--- config.mk ---
export PLATFORM = sky130hd
export DESIGN_NAME = mult_div_unit
export DESIGN_NICKNAME = d
export VERILOG_FILES = /design/src/rtl/mult_div_unit.sv
export SDC_FILE = /design/constraint.sdc
export NUM_CORES = 1
export LEC_CHECK = 0
export BUFFER_PORTS_ARGS = -buffer_cell sky130_fd_sc_hd__buf_2
export CAP_MARGIN = 20
export CORE_ASPECT_RATIO = 0.5
export CORE_UTILIZATION = 60
export CTS_BUF_LIST = sky130_fd_sc_hd__clkbuf_4
export DETAILED_ROUTE_END_ITERATION = 6
export GPL_TIMING_DRIVEN = 1
export PLACE_DENSITY = 0.82
export SYNTH_ARGS = -nofsm -noshare
export SYNTH_HDL_FRONTEND = slang
export SYNTH_SLANG_ARGS = --single-unit
--- constraint.sdc ---
create_clock -name clk -period 10.9 [get_ports clk]
set_input_delay 0.545 -clock clk [delete_from_list [all_inputs] [get_ports clk]]
set_output_delay 0.545 -clock clk [all_outputs]
set_load 0.1 [all_outputs]
--- src/rtl/mult_div_unit.sv ---
// Iterative 32-bit multiply/divide unit for MULT/MULTU/DIV/DIVU with HI/LO registers.
// A radix-2 shift-add or restoring-divide loop over one shared 33-bit adder, with signs fixed up at the end.
module mult_div_unit (
    input  logic        clk,
    input  logic        reset,
    input  logic        start,
    input  logic [1:0]  op,
    input  logic [31:0] a,
    input  logic [31:0] b,
    input  logic        hi_we,
    input  logic        lo_we,
    input  logic [31:0] wdata,
    output logic [31:0] hi,
    output logic [31:0] lo,
    output logic        busy,
    output logic        done
);

    typedef enum logic [1:0] {
        S_IDLE = 2'd0,
        S_CALC = 2'd1,
        S_FIX  = 2'd2,
        S_DONE = 2'd3
    } state_t;

    function automatic logic [31:0] neg32(input logic [31:0] v);
        return ~v + 32'd1;
    endfunction

    function automatic logic [63:0] neg64(input logic [63:0] v);
        return ~v + 64'd1;
    endfunction

    state_t      state_q, state_d;
    logic [4:0]  cnt_q, cnt_d;
    logic        is_div_q, is_div_d;
    logic        neg_q, neg_d;
    logic        sa_q, sa_d;
    logic        bzero_q, bzero_d;
    logic [31:0] a_orig_q, a_orig_d;
    logic [31:0] mcand_q, mcand_d;
    logic [63:0] prod_q, prod_d;
    logic [31:0] hi_q, hi_d;
    logic [31:0] lo_q, lo_d;
    logic        busy_q, busy_d;
    logic        done_q, done_d;

    logic [32:0] add_x, add_y, sum;
    logic        add_cin;
    logic        sgn_op, sgn_a, sgn_b;
    logic [63:0] prod_fix;
    logic [31:0] quo_fix, rem_fix;

    // Shared adder: subtracts the divisor from the shifted remainder, or adds the multiplicand into the upper half.
    always_comb begin
        if (is_div_q) begin
            add_x   = prod_q[63:31];
            add_y   = ~{1'b0, mcand_q};
            add_cin = 1'b1;
        end else begin
            add_x   = {1'b0, prod_q[63:32]};
            add_y   = {1'b0, mcand_q};
            add_cin = 1'b0;
        end
        sum = add_x + add_y + {32'd0, add_cin};
    end

    // Next-state, datapath and output register logic.
    always_comb begin
        state_d  = state_q;
        cnt_d    = cnt_q;
        is_div_d = is_div_q;
        neg_d    = neg_q;
        sa_d     = sa_q;
        bzero_d  = bzero_q;
        a_orig_d = a_orig_q;
        mcand_d  = mcand_q;
        prod_d   = prod_q;
        hi_d     = hi_q;
        lo_d     = lo_q;
        sgn_op   = ~op[0];
        sgn_a    = sgn_op & a[31];
        sgn_b    = sgn_op & b[31];
        prod_fix = neg_q ? neg64(prod_q) : prod_q;
        quo_fix  = neg_q ? neg32(prod_q[31:0]) : prod_q[31:0];
        rem_fix  = sa_q ? neg32(prod_q[63:32]) : prod_q[63:32];

        case (state_q)
            S_IDLE, S_DONE: begin
                if (hi_we) begin
                    hi_d = wdata;
                end else begin
                    hi_d = hi_q;
                end
                if (lo_we) begin
                    lo_d = wdata;
                end else begin
                    lo_d = lo_q;
                end
                if (start) begin
                    is_div_d = op[1];
                    sa_d     = sgn_a;
                    neg_d    = sgn_a ^ sgn_b;
                    bzero_d  = (b == 32'd0);
                    a_orig_d = a;
                    cnt_d    = 5'd0;
                    // Divide keeps the dividend in the low half; multiply keeps the multiplier there.
                    if (op[1]) begin
                        mcand_d = sgn_b ? neg32(b) : b;
                        prod_d  = {32'd0, (sgn_a ? neg32(a) : a)};
                    end else begin
                        mcand_d = sgn_a ? neg32(a) : a;
                        prod_d  = {32'd0, (sgn_b ? neg32(b) : b)};
                    end
                    state_d = S_CALC;
                end else if (state_q == S_DONE) begin
                    state_d = S_IDLE;
                end else begin
                    state_d = S_IDLE;
                end
            end
            S_CALC: begin
                cnt_d = cnt_q + 5'd1;
                if (is_div_q) begin
                    if (!sum[32]) begin
                        prod_d = {sum[31:0], prod_q[30:0], 1'b1};
                    end else begin
                        prod_d = {prod_q[62:0], 1'b0};
                    end
                end else begin
                    if (prod_q[0]) begin
                        prod_d = {sum, prod_q[31:1]};
                    end else begin
                        prod_d = {1'b0, prod_q[63:1]};
                    end
                end
                if (cnt_q == 5'd31) begin
                    state_d = S_FIX;
                end else begin
                    state_d = S_CALC;
                end
            end
            S_FIX: begin
                if (!is_div_q) begin
                    hi_d = prod_fix[63:32];
                    lo_d = prod_fix[31:0];
                end else if (bzero_q) begin
                    hi_d = a_orig_q;
                    lo_d = 32'hFFFF_FFFF;
                end else begin
                    hi_d = rem_fix;
                    lo_d = quo_fix;
                end
                state_d = S_DONE;
            end
            default: begin
                state_d = S_IDLE;
            end
        endcase

        busy_d = (state_d == S_CALC) || (state_d == S_FIX);
        done_d = (state_q == S_FIX);
    end

    // State and datapath registers with asynchronous clear.
    always_ff @(posedge clk or posedge reset) begin
        if (reset) begin
            state_q  <= S_IDLE;
            cnt_q    <= 5'd0;
            is_div_q <= 1'b0;
            neg_q    <= 1'b0;
            sa_q     <= 1'b0;
            bzero_q  <= 1'b0;
            a_orig_q <= 32'd0;
            mcand_q  <= 32'd0;
            prod_q   <= 64'd0;
            hi_q     <= 32'd0;
            lo_q     <= 32'd0;
            busy_q   <= 1'b0;
            done_q   <= 1'b0;
        end else begin
            state_q  <= state_d;
            cnt_q    <= cnt_d;
            is_div_q <= is_div_d;
            neg_q    <= neg_d;
            sa_q     <= sa_d;
            bzero_q  <= bzero_d;
            a_orig_q <= a_orig_d;
            mcand_q  <= mcand_d;
            prod_q   <= prod_d;
            hi_q     <= hi_d;
            lo_q     <= lo_d;
            busy_q   <= busy_d;
            done_q   <= done_d;
        end
    end

    assign hi   = hi_q;
    assign lo   = lo_q;
    assign busy = busy_q;
    assign done = done_q;

endmodule

**Word-level counts from Yosys, hierarchy flattened**

Index checks and enable logic that the tools add are counted.

- Add/sub/neg operators: 8
- $mul: 0
- Divide/modulo/power cells: 0
- Order comparisons: 0
- Equality and inequality tests: 9
- Shifts and indexed selects: 0
- Multiplexer cells: 28
- Bitwise logic cells: 10
- Reductions and logical operators: 10

Operators with widths:

| kind | number |
|---|---|
| $mux W32 | 12 |
| $mux W64 | 5 |
| $add A32 B1 Y32 const B | 4 |
| $not A32 Y32 | 4 |
| $pmux W32 S2 | 2 |
| $pmux W64 S2 | 1 |
| $mux W33 | 2 |
| $add A64 B1 Y64 const B | 1 |
| $not A64 Y64 | 1 |
| $add A33 B1 Y33 | 1 |
| $add A33 B33 Y33 | 1 |
| $not A32 Y33 | 1 |
| $logic_not A32 Y1 | 1 |
| $pmux W5 S2 | 1 |
| $reduce_and A2 Y1 | 4 |
| $eq A2 B2 Y1 const B | 3 |
| $ne A2 B2 Y1 const B | 3 |
| $pmux W2 S3 | 1 |
| $add A5 B1 Y5 const B | 1 |
| $eq A5 B5 Y1 const B | 1 |
| $mux W5 | 1 |
| $eq A2 B1 Y1 const B | 2 |
| $reduce_bool A2 Y1 | 2 |
| $and A1 B1 Y1 | 2 |
| other kinds (7) | 8 |

- Register bits: 205
- Bits in latches: 0
- Bits in writable memories: 0
- Bits in read-only memories: 0
- Input bits: 103
- Memories: 0

**Longest topological paths before layout**

Gate-level depths: netlist of run 1.

- Depth after elaboration: 7
- Depth in mapped cells: 17
- Gate-level depth less buffers: 11

**Least setup slack after synthesis of run 1**

Ideal clock, no wire load.

- Kind: register to register
- Start: register is_div_q
- End: register prod_q[48]
- Setup time: 0.126 ns
- Arrival: 4.590 ns
- Data required time: 10.774 ns
- Path slack: 6.184 ns
- Cell stages (with the launch flop): 18
- Path through: dfrtp_1 -> clkbuf_1 -> buf_1 -> buf_1 -> buf_1 -> xor2_1 -> ha_1 -> clkbuf_1 -> a21oi_1 -> a21oi_1 -> o41ai_1 -> and2_1 -> a211o_1 -> clkbuf_1 -> buf_1 -> mux2i_1 -> nor2_1 -> a221o_1

- Longest elaborated chain between the ends: 6
- Elaborated cells on any way between the ends: 9
- Classes of those cells: add/sub: 2; mux: 7

RTL lines:

| element | RTL line | text |
|---|---|---|
| start: declaration | 36 | `logic is_div_q, is_div_d;` |
| start signal: assignment | 184 | `is_div_q <= is_div_d;` |
| $mux W33 | 56 | `if (is_div_q) begin` |
| $add A33 B33 Y33 | 65 | `sum = add_x + add_y + {32'd0, add_cin};` |
| $add A33 B1 Y33 | 65 |  |
| $mux W64, on equally long branches | 131, 125 |  |
| $mux W64 (*) | 124 | `if (is_div_q) begin` |
| $pmux W64 S2 (*) | 88 | `case (state_q)` |
| end signal: assignment | 190 | `prod_q <= prod_d;` |
| end: declaration | 42 | `logic [63:0] prod_q, prod_d;` |

Mark *: on every way between the ends. The rest lies on a longest branch, timed or not.
A chain may end at the register's enable or synchronous reset.

**Worst setup path after layout of run 1**

- Start: register is_div_q
- End: register prod_q[36]

The elaborated chain is that of the path after synthesis.

==> results of run 1 <==
[registers in the layout, summed over array words and instances, names as in the netlist, 2 cells and up]
register  cells
a_orig_q     32
mcand_q      32
hi           32
state_q       2
prod_q       64
cnt_q         5
lo           32
[worst max-delay path: cells and delay by family (launching register included)]
family / cells / cell delay [ns]
compound gates: 5 / 1.84
simple gates: 1 / 0.25
flops: 1 / 0.83
buf+inv: 2 / 0.95
fa+ha+maj: 1 / 0.38
mux: 3 / 0.73
[metal layers]
metal,vias to the layer above,wire length (um),global-route usage (%)
met5,-,12,0
met4,2,2000,14.5
met3,152,9510,15.5
met2,1243,22900,52.7
met1,7961,24500,60.7
li1,7538,-,-
[layout make-up]
type                       count  share of cell area, %
antenna                        2                 0.0278
clock buffer                  72                   3.00
clock inverter                15                  0.527
inverter                      37                  0.812
multi-input combinational   1606                   58.9
sequential                   205                   28.5
tap                          352                   2.44
timing repair buffer         193                   5.83
[placed cells by master (no fill, tap or decap), types with 47 or more instances in the layout]
cell                       netlist  routed
sky130_fd_sc_hd__clkbuf_4        0      72
sky130_fd_sc_hd__o21ai_0       192     192
sky130_fd_sc_hd__o22ai_1        48      48
sky130_fd_sc_hd__mux2_2         92      92
sky130_fd_sc_hd__a21oi_1       181     179
sky130_fd_sc_hd__mux2i_1        47      47
sky130_fd_sc_hd__buf_2           1     168
sky130_fd_sc_hd__nor2_1        128     128
sky130_fd_sc_hd__nand2_1       225     224
sky130_fd_sc_hd__dfrtp_1       205     202
sky130_fd_sc_hd__xnor2_1        95      95
sky130_fd_sc_hd__xor2_1        107     107
[path summary, 6_finish.rpt]
check | startpoint | to | slack [ns] | depth (start not counted)
setup / recovery | is_div_q$_DFFE_PP0P_ | prod_q[36]$_DFFE_PP0P_ | 5.71 | 12
hold / removal | a[5] | a_orig_q[5]$_DFFE_PP0P_ | 0.11 | 2
setup reg to reg | is_div_q$_DFFE_PP0P_ | prod_q[36]$_DFFE_PP0P_ | 5.71 | 12
hold reg to reg | lo[10]$_DFFE_PP0P_ | lo[10]$_DFFE_PP0P_ | 0.47 | 2
max in group asynchronous | reset | mcand_q[20]$_DFFE_PP0P_ | 9.11 | 4
min in group asynchronous | reset | done$_DFF_PP0_ | 0.48 | 3
[kinds of logic (layout without fill, tap and decap cells)]
family	count (synthesis)	after routing	share of synthesized area, %
buffers and inverters	206	317	4.70
AO/OA/AOI/OAI	644	644	24.2
adder cells (fa/ha/maj)	40	40	3.08
XOR/XNOR	202	202	10.7
other	0	2	0
flip-flops	205	205	31.1
AND/OR/NAND/NOR	581	581	17.0
multiplexers	139	139	9.14
[through the flow]
stage / setup WS (ns) / utilization [%]
finish: 5.71 / 67.5
global route: 5.52 / 67.5
CTS: 5.63 / 67.4
detailed placement: 5.65 / 65.0
global placement: 5.78 / 65.0
floorplan: 4.76 / -
==> results by stage, run 1 <==
Run status:
- The flow ran to the end, and the final reports show no timing, DRC or antenna violations.

Timing:
- Setup repair after global routing left no endpoint under its margin.
- Timing would allow up to 193 MHz.
- In this run the tightest slew margin relative to its limit is between 20% and 30%.
- The number of hold violations in the final report was 0.
- At the pin with the least slew margin, the transition time is between 1 and 1.5 ns.
- The final worst hold slack is 0.113 ns.
- The largest clock skew in the final design is 0.0666 ns.
- In the final timing run, aggregate negative setup slack is 0 ns.
- The total count of max-transition violations in the final report is 0.
- The worst path uses between 40% and 50% of the clock period.
- The final critical-path required period is a little over 5 ns.
- Setup violations remaining at the end of the flow were counted as 0.

Cells and area:
- The final cell count without fillers is ~2.5k.
- The growth of design area from synthesis to finish is 9.41%.
- The multi-input combinational cells in the finished layout cover a total of 10,600 um^2.
- The number of nets in the layout is 2,235.
- Cells with a size suffix above 1 make up about 19% of the layout.
- Fill cells in the final layout number ~2.2k.
- Summing all flip-flop and latch instances after layout gives slightly above 5000 um^2.
- The cell area after layout is between 15,000 and 20,000 um^2.

Synthesis:
- The Yosys step of the flow raised 0 warnings.
- Each instance of the synthesized netlist takes up on average between 8 and 9 um^2.
- After synthesis the netlist holds a flip-flop and latch count of roughly 210.
- By count the netlist is led by sky130_fd_sc_hd__nand2_1 (225), sky130_fd_sc_hd__dfrtp_1 (205), sky130_fd_sc_hd__o21ai_0 (192), sky130_fd_sc_hd__a21oi_1 (181), sky130_fd_sc_hd__clkbuf_1 (146).
- The biggest area contributor in the post-synthesis netlist is sky130_fd_sc_hd__dfrtp_1.
- The share of Yosys cell area claimed by the top area cell type is 31.1%.
- The most used flip-flop cell after synthesis is sky130_fd_sc_hd__dfrtp_1.
- The cell with the most instances after synthesis is sky130_fd_sc_hd__nand2_1.
- Yosys mapped a number of flops with a built-in enable equal to 0.
- Sequential cells were found to cover approximately 31% of the synthesized design area.
- The post-synth net total is approximately 2.2k.
- The post-synthesis instance area is 16,500 um^2.
- After synthesis, the share of flip-flops with an asynchronous set or reset is 100%.
- The number of cells produced by synthesis is 2,017.
- Counting distinct cell types in the post-synthesis netlist gives 75.
- Yosys attributes the largest share of cell area to sky130_fd_sc_hd__dfrtp_1 (31%), sky130_fd_sc_hd__mux2_2 (6.3%), sky130_fd_sc_hd__o21ai_0 (5.8%), sky130_fd_sc_hd__xor2_1 (5.7%), sky130_fd_sc_hd__a21oi_1 (5.5%).

Drt:
- The via count of the routed design is between 15k and 20k.
- The detail-routed via count per cell is around 6.8.
- The final routed wire length divided by cell count is ~24 um.
- The first-pass iteration count of the detailed router is 7.
- The number of DRC markers in iteration 0 is 2,807.
- The count of nets left with antenna violations once routing finished came out at 0.
- The post-detailed-routing wire length is 58,900 um.
- The post-route DRC violation count is 0.

Placed design:
- Detailed placement ended at an HPWL of approximately 44,000 um.
- Once placement completed, the tool counted placed cells totaling roughly 2.4k.
- The routability congestion estimate from global placement is between 1 and 1.5.
- The port buffer count is 168.
- The cell area after placement is around 17,000 um^2.

Floorplanning:
- The width of the chip is around 240 um.
- The die covers 28,200 um^2.
- The vertical die dimension is between 100 and 150 um.
- The initial utilization of the core area, before any placement, comes to approximately three fifths.
- The number of ports placed on the die boundary is between 150 and 200.
- Row generation in the floorplan step produced 42 rows.
- The total core area is around 27,000 um^2.

Clock tree:
- Once the clock tree was built, the resizer swapped 0 gates to a different size.
- The maximum level of the CTS H-tree is 2.
- The root buffer selected by CTS is sky130_fd_sc_hd__clkbuf_4.
- The clock slew seen by the registers of the worst setup and hold paths is 0.07 ns.
- The post-CTS setup buffer count is 0.
- The TritonCTS buffer count is around 50.
- The post-cts hold buffer count is 1.
- For the worst-skew pair, the clock arrives at the later sink with an insertion delay of between 0.7 and 0.8 ns.
- TritonCTS built the clock tree.
- CTS saw roughly 200 sinks.
- In this run the deepest clock path goes through 3 buffers.

Worst setup path:
- The arrival time at the worst endpoint is 5.77 ns.
- The delay contributed by the slowest stage of the critical path is between 0.8 and 0.9 ns.
- The category of the most critical setup path is flip-flop to flip-flop.
- The worst setup path is captured at a flip-flop.
- The maximum fanout along the worst path is ~70.
- STA classifies the critical path startpoint as a flip-flop.
- The required time at the worst-slack endpoint is approximately 11 ns.
- The worst-path cell with the longest stage delay is sky130_fd_sc_hd__dfrtp_4.
- The critical path goes through buf_4 -> mux2_2 -> ha_1 -> a21oi_1 -> a21oi_1 -> o41ai_1 -> and2_1 -> a211o_1 -> buf_16 -> mux2i_1 -> mux2i_1 -> a22o_1.

GRT:
- The total congestion overflow after global routing is 0.
- The pin count of the biggest net entering global routing is around 100.
- The global-route total usage across every layer is 40.9%.
- The first-pass GRT wire length is between 80,000 and 90,000 um.
- The number of antenna violations at the first check in global routing is 2.
- The number of global-route vias before repair came to around 15k.

Flow run:
- The total of max-cap violations is 0.

Min path:
- In this run the worst hold path is classified as input port to flip-flop.
Power of run 1 is left out: the tool's default activity adds up to more than one toggle a clock period on the data nets, which glitch-free logic cannot reach.
==> inputs of run 2 (changes only) <==
--- a/config.mk
+++ b/config.mk
@@ -5,6 +5,7 @@
 export SDC_FILE = /design/constraint.sdc
 export NUM_CORES = 1
 export LEC_CHECK = 0
+export ABC_AREA = 1
 export BUFFER_PORTS_ARGS = -buffer_cell sky130_fd_sc_hd__buf_2
 export CAP_MARGIN = 20
 export CORE_ASPECT_RATIO = 0.5
@@ -12,7 +13,7 @@
 export CTS_BUF_LIST = sky130_fd_sc_hd__clkbuf_4
 export DETAILED_ROUTE_END_ITERATION = 6
 export GPL_TIMING_DRIVEN = 1
-export PLACE_DENSITY = 0.82
+export PLACE_DENSITY = 0.81
 export SYNTH_ARGS = -nofsm -noshare
 export SYNTH_HDL_FRONTEND = slang
 export SYNTH_SLANG_ARGS = --single-unit
==> constraint.sdc (replaced) <==
create_clock -name clk -period 5.4 [get_ports clk]
set_input_delay 0.27 -clock clk [delete_from_list [all_inputs] [get_ports clk]]
set_output_delay 0.27 -clock clk [all_outputs]
set_load 0.1 [all_outputs]
==> results by stage, run 2 <==
GRT:
- The global-route total usage across every layer came to 48.7% (+7.9 points).
- The total congestion overflow after global routing was 0 (unchanged).
- The number of antenna violations at the first check in global routing came to 4 (+2).
- The pin count of the biggest net entering global routing came to 131 (+26%).
- The first-pass GRT wire length is 118,000 um (+34%).
- The number of global-route vias before repair is 19.9k (+34%).

Worst setup path:
- The maximum fanout along the worst path was 76 (+10%).
- The worst register-to-register path ends at prod_q[47]$_DFFE_PP0P_.
- The type of origin of the critical path is a flip-flop.
- The number of cells on the worst reg-to-reg path is 19 (+7).
- The source of the worst register-to-register timing path is is_div_q$_DFFE_PP0P_.
- The required time at the worst-slack endpoint is 5.98 ns (-5.50 ns).
- The worst setup slack for register-to-register paths is 1.42 ns (-4.29 ns).
- The kind of capture point of the worst setup path is a flip-flop.
- The arrival time at the worst endpoint is 4.56 ns (-1.21 ns).
- The category of the most critical setup path is flip-flop to flip-flop.

Synthesis:
- The count of yosys warnings during synthesis is 0 (unchanged).
- The number of cells produced by synthesis is 3,072 (+52%).
- The share of Yosys cell area claimed by the top area cell type was 27.3% (-3.8 points).
- The post-synthesis async set-or-reset flop share is 100% (unchanged).
- Sorting the synthesized cells by area gives the leading types as sky130_fd_sc_hd__dfrtp_1 (27%), sky130_fd_sc_hd__nand2_1 (18%), sky130_fd_sc_hd__nor2_1 (8.1%), sky130_fd_sc_hd__nand3_1 (6.4%), sky130_fd_sc_hd__o21ai_0 (6.2%).
- Among all cell types in the netlist, the one instantiated most often is sky130_fd_sc_hd__nand2_1.
- The flop and latch count out of synthesis is 205 (unchanged).
- In the synthesized netlist, the cells that appear most often are sky130_fd_sc_hd__nand2_1 (888), sky130_fd_sc_hd__nor2_1 (406), sky130_fd_sc_hd__inv_1 (273), sky130_fd_sc_hd__nand3_1 (240), sky130_fd_sc_hd__o21ai_0 (234).
- The post-synthesis instance area is 18,800 um^2 (+14%).
- The number of synthesized flops with an enable pin was 0 (unchanged).
- The mean instance size in the synthesized netlist is 6.11 um^2 (-25%).
- The primary flip-flop cell chosen by synthesis mapping is sky130_fd_sc_hd__dfrtp_1.
- The largest area contributor in the netlist is sky130_fd_sc_hd__dfrtp_1.
- The part of the Yosys area used for sequential elements is 27.3% (-3.8 points).
- The number of distinct library cells after synthesis came to 58 (-23%).
- The post-synth net total is 3,215 (+49%).

Cells and area:
- The cell area after layout is 21,200 um^2 (+17%).
- The flip-flop count of the largest register, all copies and words added is 64 (unchanged).
- The share of the core filled with cells in the final layout is 69.2% (+1.6 points).
- The number of nets in the layout was 3,379 (+51%).
- The final cell count without fillers was 3,694 (+49%).
- The most flop-heavy register is prod_q.
- The fraction of layout cells with a size suffix above 1 is 11.1% (-7.5 points).
- The growth of design area from synthesis to finish is 12.6%.
- The top cell types in the final layout, fill and taps aside, are sky130_fd_sc_hd__nand2_1 (887), sky130_fd_sc_hd__nor2_1 (403), sky130_fd_sc_hd__inv_1 (270).
- The leading cell type in the layout, fill and taps excluded is sky130_fd_sc_hd__nand2_1.

Placed design:
- The port buffer count was 168 (unchanged).
- The routability congestion estimate from global placement is 1.06 (+1.9%).
- The total placed cells including tap cells was 3,516 (+47%).
- The detailed-placement wirelength estimate is 59,800 um (+35%).
- The cell area after placement is 19,500 um^2 (+13%).

Clock tree:
- The clock slew seen by the registers of the worst setup and hold paths came to 0.08 ns (about the same).
- The number of sinks driven by the clock tree was 205 (unchanged).
- The maximum level of the CTS H-tree came to 2 (unchanged).
- The clock insertion delay at the later pin of the skew report is 0.76 ns (about the same).
- The post-cts sizing count is 0 (unchanged).
- The worst-case clock buffer depth came to 3 (unchanged).
- The post-CTS setup buffer count is 0 (unchanged).
- The TritonCTS buffer count was 48 (-2.0%).
- The post-cts hold buffer count is 93 (+92).
- The cell sitting at the root of the clock tree is a sky130_fd_sc_hd__clkbuf_4.
- The TritonCTS clock tree is built.

Power:
- For this design the static power due to leakage is approximately 10 nW.
- Across the VDD grid, the largest voltage drop is 639 uV.
- In this run the power density over the cells is 759 nW/um^2.

Timing:
- The largest clock skew in the final design is 0.0516 ns (-0.0150 ns).
- Setup repair after global routing left no endpoint under its margin.
- The total count of max-transition violations in the final report is 0 (unchanged).
- The final critical-path required period is 3.98 ns (-1.21 ns).
- The relative slew slack came to 26.2% (+2.2 points).
- The part of the cycle the worst path needs is 73.8% (+26 points).
- The number of hold violations in the final report is 0 (unchanged).
- The peak clock frequency supported by timing is 251 MHz (+30%).
- The setup TNS after final layout is 0 ns (unchanged).
- The slew at the pin closest to its max-slew limit is 1.11 ns (-0.0324 ns).
- The final count of negative-setup-slack endpoints is 0 (unchanged).

Drt:
- The post-route DRC violation count was 13 (+13).
- The first-pass iteration count of the detailed router is 7 (unchanged).
- The via count of the routed design is 22.9k (+36%).
- The detail-routed via count per cell is 6.21 (-8.8%).
- The final routed wire length divided by cell count came to 21.8 um (-8.3%).
- The remaining antenna violation count is 0 (unchanged).
- The number of DRC markers in iteration 0 came to 4,371 (+56%).
- The post-detailed-routing wire length was 80,400 um (+36%).

Min path:
- In this run the worst hold path is classified as input port to flip-flop.
- In this run the most critical hold path is launched from b[27].
- The number of cells on the worst hold path is 5 (+3).
- The path with the worst hold slack has its endpoint at mcand_q[27]$_DFFE_PP0P_.

Run status:
- The final reports fail on design-rule violations.
- The run finished, with violations left.

Floorplanning:
- The number of ports placed on the die boundary came to 169 (unchanged).
- The initial cell density of the core is 61.4% (-0.30 points).
- The number of core rows was 45 (+7.1%).
- The vertical die dimension is 127 um (+6.6%).
- The total core area was 30,600 um^2 (+15%).
- The full die area is 32,100 um^2 (+14%).
- The width of the chip is 252 um (+6.7%).

Flow run:
- The total of max-cap violations is 0 (unchanged).
==> run 2: cell types whose count changed after synthesis, sizes merged, moves of 30 or more <==
cell	before	now
a21oi	181	223
inv	37	281
o22ai	48	1
xnor2	95	5
clkbuf	146	92
nand2	225	923
nand3	33	247
nor2	128	425
o211ai	25	56
mux2i	47	0
o21ai	196	247
o31ai	35	5
mux2	92	0
buf	23	73
==> run 2: worst max-delay path by stage <==
stage | start | end | slack (ns) | depth (start not counted)
after floorplan | is_div_q$_DFFE_PP0P_ | prod_q[47]$_DFFE_PP0P_ | 2.24 | 21
after global placement | is_div_q$_DFFE_PP0P_ | prod_q[53]$_DFFE_PP0P_ | 1.71 | 19
after detailed placement | is_div_q$_DFFE_PP0P_ | prod_q[47]$_DFFE_PP0P_ | 1.58 | 19
after CTS | is_div_q$_DFFE_PP0P_ | prod_q[47]$_DFFE_PP0P_ | 1.55 | 19
after global routing | is_div_q$_DFFE_PP0P_ | prod_q[54]$_DFFE_PP0P_ | 1.20 | 18
final | is_div_q$_DFFE_PP0P_ | prod_q[47]$_DFFE_PP0P_ | 1.42 | 19
==> run 2: routing by layer <==
metal  track usage (%)  up-vias  routed length [um]
met4              14.5        4                3180
met1              68.6    10456               32200
met3              21.0      287               14200
li1                  -    10309                   -
met2              66.9     1881               30800
met5                 0        -                  20
==> run 2: logic make-up after synthesis <==
kind of cell / Yosys count / synth area share, %
AOI/OAI and AO/OA: 586 / 17.2
xor gates and xnor gates: 119 / 5.55
adders and majority gates: 40 / 2.70
buffers and inverters: 450 / 9.94
DFF: 205 / 27.3
and+or+nand+nor: 1672 / 37.3
==> run 2: per-stage QoR <==
stage | hold slack [ns] | setup slack [ns] | power, mW
finish | 0.0240 | 1.42 | 16.1
global route | 0.0377 | 1.20 | 16.9
global placement | 0.284 | 1.71 | 13.7
CTS | 0.00584 | 1.55 | 15.4
detailed placement | 0.288 | 1.58 | 13.9
floorplan | 0.377 | 2.24 | 11.2
==> run 2: power breakdown <==
group	switching (mW)	internal (mW)	leakage [nW]
registers	1.02	2.23	2.46
logic	8.38	2.92	7.57
clock network	0.756	0.738	0.392
==> run 2: layout make-up <==
cell class                 count  area (um^2)
tap                          423          529
fill                        2771         9420
multi-input combinational   2417        11800
antenna                        1         2.50
timing repair buffer         281         1950
inverter                     283         1070
sequential                   205         5130
clock inverter                15          153
clock buffer                  69          518
==> run 2: worst max-delay path, stage by stage (launching register included) <==
cell and delay, ns:
sky130_fd_sc_hd__dfrtp_4 0.91, sky130_fd_sc_hd__inv_2 0.44, sky130_fd_sc_hd__nand2_1 0.19, sky130_fd_sc_hd__nand3_1 0.13, sky130_fd_sc_hd__and2_1 0.18, sky130_fd_sc_hd__fa_1 0.42, sky130_fd_sc_hd__nand2_2 0.12, sky130_fd_sc_hd__o21ai_2 0.10
sky130_fd_sc_hd__nand2_1 0.09, sky130_fd_sc_hd__nand2_2 0.07, sky130_fd_sc_hd__nand2_1 0.09, sky130_fd_sc_hd__nand2_2 0.12, sky130_fd_sc_hd__nand2_4 0.11, sky130_fd_sc_hd__nand2_4 0.07, sky130_fd_sc_hd__nand2_2 0.08, sky130_fd_sc_hd__nand2_4 0.26
sky130_fd_sc_hd__nand2_1 0.16, sky130_fd_sc_hd__nand3_1 0.09, sky130_fd_sc_hd__nand2_1 0.11, sky130_fd_sc_hd__o21ai_2 0.05
Power figures use the tool's default switching activity.
